--- config.mk ---
export PLATFORM = sky130hd
export DESIGN_NAME = vdot_exec_unit_flat
export DESIGN_NICKNAME = d
export VERILOG_FILES = /design/src/rtl/vdot_exec_unit_if.sv /design/src/rtl/vdot_exec_unit.sv /design/src/flat_wrapper.sv
export SDC_FILE = /design/constraint.sdc
export NUM_CORES = 1
export LEC_CHECK = 0
export CAP_MARGIN = 25
export CORE_MARGIN = 4
export CORE_UTILIZATION = 35
export DETAILED_ROUTE_END_ITERATION = 6
export PLACE_DENSITY = 0.58
export SETUP_SLACK_MARGIN = 0.2
export SLEW_MARGIN = 20
export SYNTH_ARGS = -nofsm -noshare
export SYNTH_HDL_FRONTEND = slang
export SYNTH_HIERARCHICAL = 1
export SYNTH_SLANG_ARGS = --single-unit
export TNS_END_PERCENT = 10
--- constraint.sdc ---
create_clock -name clk -period 19.3 [get_ports clk]
set_clock_uncertainty 0.15 [all_clocks]
set_input_delay 3.86 -clock clk [delete_from_list [all_inputs] [get_ports clk]]
set_output_delay 3.86 -clock clk [all_outputs]
set_load 0.01 [all_outputs]
--- src/rtl/vdot_exec_unit_if.sv ---
// vdot_exec_unit_if: issue/writeback handshake and data-memory read port of the VDOT unit.
// master = issuing pipeline stage plus data memory, slave = the execution unit.
interface vdot_exec_unit_if #(
  parameter int LEN_W = 6
);
  logic             start;
  logic [LEN_W-1:0] vlen;
  logic [31:0]      base_a;
  logic [31:0]      base_b;
  logic [31:0]      acc_init;
  logic [4:0]       rd_in;
  logic             stall;
  logic             done;
  logic [31:0]      result;
  logic [4:0]       rd_out;
  logic             mem_req;
  logic [31:0]      mem_addr;
  logic             mem_ready;
  logic [31:0]      mem_rdata;

  modport master (
    output start, vlen, base_a, base_b, acc_init, rd_in, mem_ready, mem_rdata,
    input  stall, done, result, rd_out, mem_req, mem_addr
  );

  modport slave (
    input  start, vlen, base_a, base_b, acc_init, rd_in, mem_ready, mem_rdata,
    output stall, done, result, rd_out, mem_req, mem_addr
  );
endinterface

--- src/rtl/vdot_exec_unit.sv ---
// vdot_exec_unit: multi-cycle signed int8x4 dot-product accumulate for the VDOT instruction.
// Define VDOT_SAT_EN to saturate each accumulate to signed 32-bit instead of wrapping.

module vdot_lane_mul (
  input  logic [7:0]         a_i,
  input  logic [7:0]         b_i,
  output logic signed [15:0] p_o
);
  assign p_o = $signed(a_i) * $signed(b_i);
endmodule

module vdot_exec_unit #(
  parameter int MAX_LEN = 32,
  parameter int LEN_W   = 6
) (
  input  logic             clk,
  input  logic             rst_n,
  vdot_exec_unit_if.slave  bus
);
  localparam int NUM_LANES = 4;
  localparam int CNT_W     = $clog2(MAX_LEN + 1);

  typedef enum logic [2:0] {S_IDLE, S_RD_A, S_RD_B, S_MAC, S_DONE} state_t;

  state_t            state_q;
  logic [31:0]       a_q, b_q, acc_q, wa_q, wb_q;
  logic [31:0]       result_q, mem_addr_q;
  logic [CNT_W-1:0]  len_q, i_q;
  logic [4:0]        rd_q, rd_out_q;
  logic              done_q, mem_req_q;

  logic [LEN_W-1:0]  vlen_w;
  logic [CNT_W-1:0]  len_d, i_nxt;
  logic [31:0]       addr_b_cur, addr_a_nxt, acc_nxt;
  logic [NUM_LANES-1:0][15:0] prod;
  logic signed [17:0] lane_sum;

  assign vlen_w = bus.vlen;
  assign len_d  = (32'(vlen_w) > MAX_LEN) ? CNT_W'(MAX_LEN) : CNT_W'(vlen_w);
  assign i_nxt  = i_q + 1'b1;

  // Word-aligned addresses; the adds wrap naturally at 2^32.
  assign addr_b_cur = (b_q + 32'({i_q, 2'b00}))   & ~32'h3;
  assign addr_a_nxt = (a_q + 32'({i_nxt, 2'b00})) & ~32'h3;

  for (genvar k = 0; k < NUM_LANES; k++) begin : g_lane
    vdot_lane_mul u_mul (
      .a_i (wa_q[8*k +: 8]),
      .b_i (wb_q[8*k +: 8]),
      .p_o (prod[k])
    );
  end

  always_comb begin
    lane_sum = '0;
    for (int k = 0; k < NUM_LANES; k++)
      lane_sum = lane_sum + 18'($signed(prod[k]));
  end

`ifdef VDOT_SAT_EN
  logic [32:0] acc_sum;
  assign acc_sum = {acc_q[31], acc_q} + {{15{lane_sum[17]}}, lane_sum};
  // Sign bits 32 and 31 disagree only on signed overflow; bit 32 is the true sign.
  assign acc_nxt = (acc_sum[32] != acc_sum[31])
                 ? (acc_sum[32] ? 32'h8000_0000 : 32'h7FFF_FFFF)
                 : acc_sum[31:0];
`else
  assign acc_nxt = acc_q + {{14{lane_sum[17]}}, lane_sum};
`endif

  always_ff @(posedge clk or negedge rst_n) begin
    if (!rst_n) begin
      state_q    <= S_IDLE;
      a_q        <= '0;
      b_q        <= '0;
      acc_q      <= '0;
      wa_q       <= '0;
      wb_q       <= '0;
      len_q      <= '0;
      i_q        <= '0;
      rd_q       <= '0;
      rd_out_q   <= '0;
      result_q   <= '0;
      done_q     <= 1'b0;
      mem_req_q  <= 1'b0;
      mem_addr_q <= '0;
    end else begin
      done_q <= 1'b0;
      case (state_q)
        S_IDLE, S_DONE: begin
          if (bus.start) begin
            a_q   <= bus.base_a;
            b_q   <= bus.base_b;
            acc_q <= bus.acc_init;
            rd_q  <= bus.rd_in;
            len_q <= len_d;
            i_q   <= '0;
            if (len_d == '0) begin
              state_q  <= S_DONE;
              done_q   <= 1'b1;
              result_q <= bus.acc_init;
              rd_out_q <= bus.rd_in;
            end else begin
              state_q    <= S_RD_A;
              mem_req_q  <= 1'b1;
              mem_addr_q <= bus.base_a & ~32'h3;
            end
          end else begin
            state_q <= S_IDLE;
          end
        end
        S_RD_A: if (bus.mem_ready) begin
          wa_q       <= bus.mem_rdata;
          mem_addr_q <= addr_b_cur;
          state_q    <= S_RD_B;
        end
        S_RD_B: if (bus.mem_ready) begin
          wb_q      <= bus.mem_rdata;
          mem_req_q <= 1'b0;
          state_q   <= S_MAC;
        end
        S_MAC: begin
          acc_q <= acc_nxt;
          i_q   <= i_nxt;
          if (i_nxt == len_q) begin
            state_q  <= S_DONE;
            done_q   <= 1'b1;
            result_q <= acc_nxt;
            rd_out_q <= rd_q;
          end else begin
            state_q    <= S_RD_A;
            mem_req_q  <= 1'b1;
            mem_addr_q <= addr_a_nxt;
          end
        end
        default: state_q <= S_IDLE;
      endcase
    end
  end

  assign bus.stall    = (((state_q == S_IDLE) || (state_q == S_DONE)) && bus.start) ||
                        (state_q == S_RD_A) || (state_q == S_RD_B) || (state_q == S_MAC);
  assign bus.done     = done_q;
  assign bus.result   = result_q;
  assign bus.rd_out   = rd_out_q;
  assign bus.mem_req  = mem_req_q;
  assign bus.mem_addr = mem_addr_q;
endmodule

--- src/flat_wrapper.sv ---
// flat-port wrapper written by rule: the top's interface ports become plain ports
module vdot_exec_unit_flat 
#(
  parameter int MAX_LEN = 32,
  parameter int LEN_W   = 6
)
  (clk, rst_n, bus_start, bus_vlen, bus_base_a, bus_base_b, bus_acc_init, bus_rd_in, bus_mem_ready, bus_mem_rdata, bus_stall, bus_done, bus_result, bus_rd_out, bus_mem_req, bus_mem_addr);
  vdot_exec_unit_if #(.LEN_W(LEN_W)) bus_i ();
  input  logic clk;
  input  logic rst_n;
  input wire logic [$bits(bus_i.start)-1:0] bus_start;
  input wire logic [$bits(bus_i.vlen)-1:0] bus_vlen;
  input wire logic [$bits(bus_i.base_a)-1:0] bus_base_a;
  input wire logic [$bits(bus_i.base_b)-1:0] bus_base_b;
  input wire logic [$bits(bus_i.acc_init)-1:0] bus_acc_init;
  input wire logic [$bits(bus_i.rd_in)-1:0] bus_rd_in;
  input wire logic [$bits(bus_i.mem_ready)-1:0] bus_mem_ready;
  input wire logic [$bits(bus_i.mem_rdata)-1:0] bus_mem_rdata;
  output wire logic [$bits(bus_i.stall)-1:0] bus_stall;
  output wire logic [$bits(bus_i.done)-1:0] bus_done;
  output wire logic [$bits(bus_i.result)-1:0] bus_result;
  output wire logic [$bits(bus_i.rd_out)-1:0] bus_rd_out;
  output wire logic [$bits(bus_i.mem_req)-1:0] bus_mem_req;
  output wire logic [$bits(bus_i.mem_addr)-1:0] bus_mem_addr;
  assign bus_i.start = bus_start;
  assign bus_i.vlen = bus_vlen;
  assign bus_i.base_a = bus_base_a;
  assign bus_i.base_b = bus_base_b;
  assign bus_i.acc_init = bus_acc_init;
  assign bus_i.rd_in = bus_rd_in;
  assign bus_i.mem_ready = bus_mem_ready;
  assign bus_i.mem_rdata = bus_mem_rdata;
  assign bus_stall = bus_i.stall;
  assign bus_done = bus_i.done;
  assign bus_result = bus_i.result;
  assign bus_rd_out = bus_i.rd_out;
  assign bus_mem_req = bus_i.mem_req;
  assign bus_mem_addr = bus_i.mem_addr;
  vdot_exec_unit #(.MAX_LEN(MAX_LEN), .LEN_W(LEN_W)) u_core (.clk(clk), .rst_n(rst_n), .bus(bus_i));
endmodule
==> out/results.ini <==
[drt]
num_vias = 19198
drc_errors = 0
dr.first_iter.drc_count = 1000
routed_wl_um = 65800
route.detailed.wl_per_inst_um = 16.6
antenna_left = 0
viasPerCell = 4.83
dr.pass1.iters = 5

[placed_design]
place_congestion = 0.860
placed_cells = 3912
portBuffers = 208
place_ws_ns = 9.30
dpl.hpwl_um = 50800

[logic_synthesis]
syn_avg_cell_area_um2 = 8.94
synth_sequential_area_ratio = 0.244
synth_seq_cells = 245
ys_types = 82
synth_top_area_share = 0.244
synth_area_leader_cell = dfrtp_1
yosys-top-cells-area = dfrtp_1 (24%), fa_1 (20%), ha_1 (9.1%)
synth-async-reset-ratio = 1.00
synthCells = 2813
synthesis.area_mm2 = 0.0252
ys_warn_count = 6
synth_edf_count = 0
yosys_most_used_dff = dfrtp_1

[clock_network]
cts_resized = 0
htree_levels = 2
cts_setup_buffers = 0
clk_latency_ns = 0.57
clock-root-buffer = clkbuf_16
cts_inserted_buffers = 34
cts_tree = built
clkSinkCount = 245
clk_pin_slew_worst_paths_ns = 0.06
cts_hold_buf = 0
clock_path_buffers = 3

[timing]
hold_viol = 0
finalSetupViolations = 0
fin_crit_sh = 0.521
clock.fmax_mhz = 99.5
fin_ws_ns = 9.25
drv_slew = 0
worstMarginPinSlew_ns = 0.964
rsz0062_at_grt = false
finalSetupTns_ns = 0
fin_crit_ns = 10.05
maxSlewHeadroom = 0.353

[final_layout]
syn_to_final_growth_pct = 16.9
drive_above_1_share = 0.0612
instances_no_fill = 3974
final_common_cell = inv_1
layout.nets = 3580
fillCellCount = 7254
layout_common_cells = inv_1 (451), nand2_1 (409), fa_1 (256)
fin_util = 0.412

[global_route]
antenna_found_initial = 9
grt_overflow_total = 0
grt_pass1_vias = 19655
grt_max_degree = 139
grt_pass1_wl_um = 108000
grt_use_total = 0.174

[critical_path]
crit_fanout = 16
crit_required_ns = 19.56
slowest_delay_ns = 0.55
critPathLaunchType = flip-flop
arrival_ns = 10.31
worst-setup-path-type = reg -> reg
critPathSlowestCell = fa_1
crit_path_end_kind = flip-flop

[floorplanning]
die_h_um = 276
core_area_mm2 = 0.0714
dieArea_mm2 = 0.0762
start_util = 0.353
io_pins = 215
rows = 98
die_w_um = 276

[job]
maxCapViolations = 0

[hold_path]
hp-class = reg -> reg

[outcome]
outcome = finished clean

metrics by stage:
step | hold WS [ns] | area [um^2]
floorplan | 0.296 | 25200
global placement | 0.309 | 28200
detailed placement | 0.313 | 28300
CTS | 0.327 | 29400
global route | 0.351 | 29400
finish | 0.326 | 29400
logic make-up (layout without fill, tap and decap cells):
| kind of cell | after synthesis | in the layout | share of synthesized area |
|---|---|---|---|
| other | 1 | 5 | 0.000149 |
| flip-flops | 245 | 245 | 0.244 |
| AO/OA/AOI/OAI | 409 | 409 | 0.106 |
| multiplexers | 92 | 92 | 0.0407 |
| XOR/XNOR | 161 | 161 | 0.0577 |
| buffers and inverters | 524 | 731 | 0.0801 |
| adder cells (fa/ha/maj) | 438 | 438 | 0.294 |
| AND/OR/NAND/NOR | 943 | 943 | 0.178 |
worst max-delay path: cells and delay by family, from the launching register on:
kind | cells | cell delay (ns)
AO/OA/AOI/OAI | 13 | 2.89
AND/OR/NAND/NOR | 3 | 0.62
adder cells (fa/ha/maj) | 9 | 4.22
XOR/XNOR | 3 | 0.85
buffers and inverters | 7 | 0.64
flip-flops | 1 | 0.50
cell usage after synthesis (all sizes together), types with 40 or more instances:
master  number
ha         182
xnor2      104
mux2        76
fa         256
clkbuf      43
inv        452
nand2      411
dfrtp      245
and2       178
a21oi      132
xor2        54
o21ai       86
a31oi       40
nor2       157
worst paths after layout:
check | start | end | slack, ns | depth (start not counted)
worst max register to register | u_core/wb_q[4]$_DFFE_PN0P_ | u_core/acc_q[30]$_DFFE_PN0P_ | 9.25 | 35
worst min register to register | u_core/rd_q[1]$_DFFE_PN0P_ | u_core/rd_q[1]$_DFFE_PN0P_ | 0.33 | 2
min in group asynchronous | rst_n | u_core/b_q[27]$_DFFE_PN0P_ | 3.19 | 1
worst max-delay path | u_core/wb_q[4]$_DFFE_PN0P_ | u_core/acc_q[30]$_DFFE_PN0P_ | 9.25 | 35
worst min-delay path | u_core/rd_q[1]$_DFFE_PN0P_ | u_core/rd_q[1]$_DFFE_PN0P_ | 0.33 | 2
max in group asynchronous | rst_n | u_core/wb_q[31]$_DFFE_PN0P_ | 14.44 | 2
flip-flops by register name, summed over array words and instances (netlist names):
register and cells:
u_core/bus.done 1, u_core/a_q 30, u_core/bus.mem_addr 30, u_core/state_q 3, u_core/rd_q 5, u_core/i_q 6, u_core/bus.result 32, u_core/len_q 6
u_core/acc_q 32, u_core/bus.rd_out 5, u_core/b_q 30, u_core/wb_q 32, u_core/bus.mem_req 1, u_core/wa_q 32
layout make-up:
class,count,area (um^2),area share
diodes,3,7.51,0.000255
clock buffers,46,946,0.0322
clock inverters,12,164,0.00557
inverters,452,1700,0.0577
multi-input cells,2045,17000,0.580
flip-flops and latches,245,6130,0.209
well taps,950,1190,0.0404
repair buffers,221,2220,0.0756
per-layer routing:
layer | GRT usage | part of all wire | routed length, um
met1 | 0.234 | 0.45 | 29600
met2 | 0.286 | 0.47 | 31100
met3 | 0.0383 | 0.054 | 3580
met4 | 0.0419 | 0.022 | 1420
met5 | 0 | 0.0013 | 86
Power is left out: the tool's default activity adds up to more than one toggle a clock period on the data nets, which glitch-free logic cannot reach.
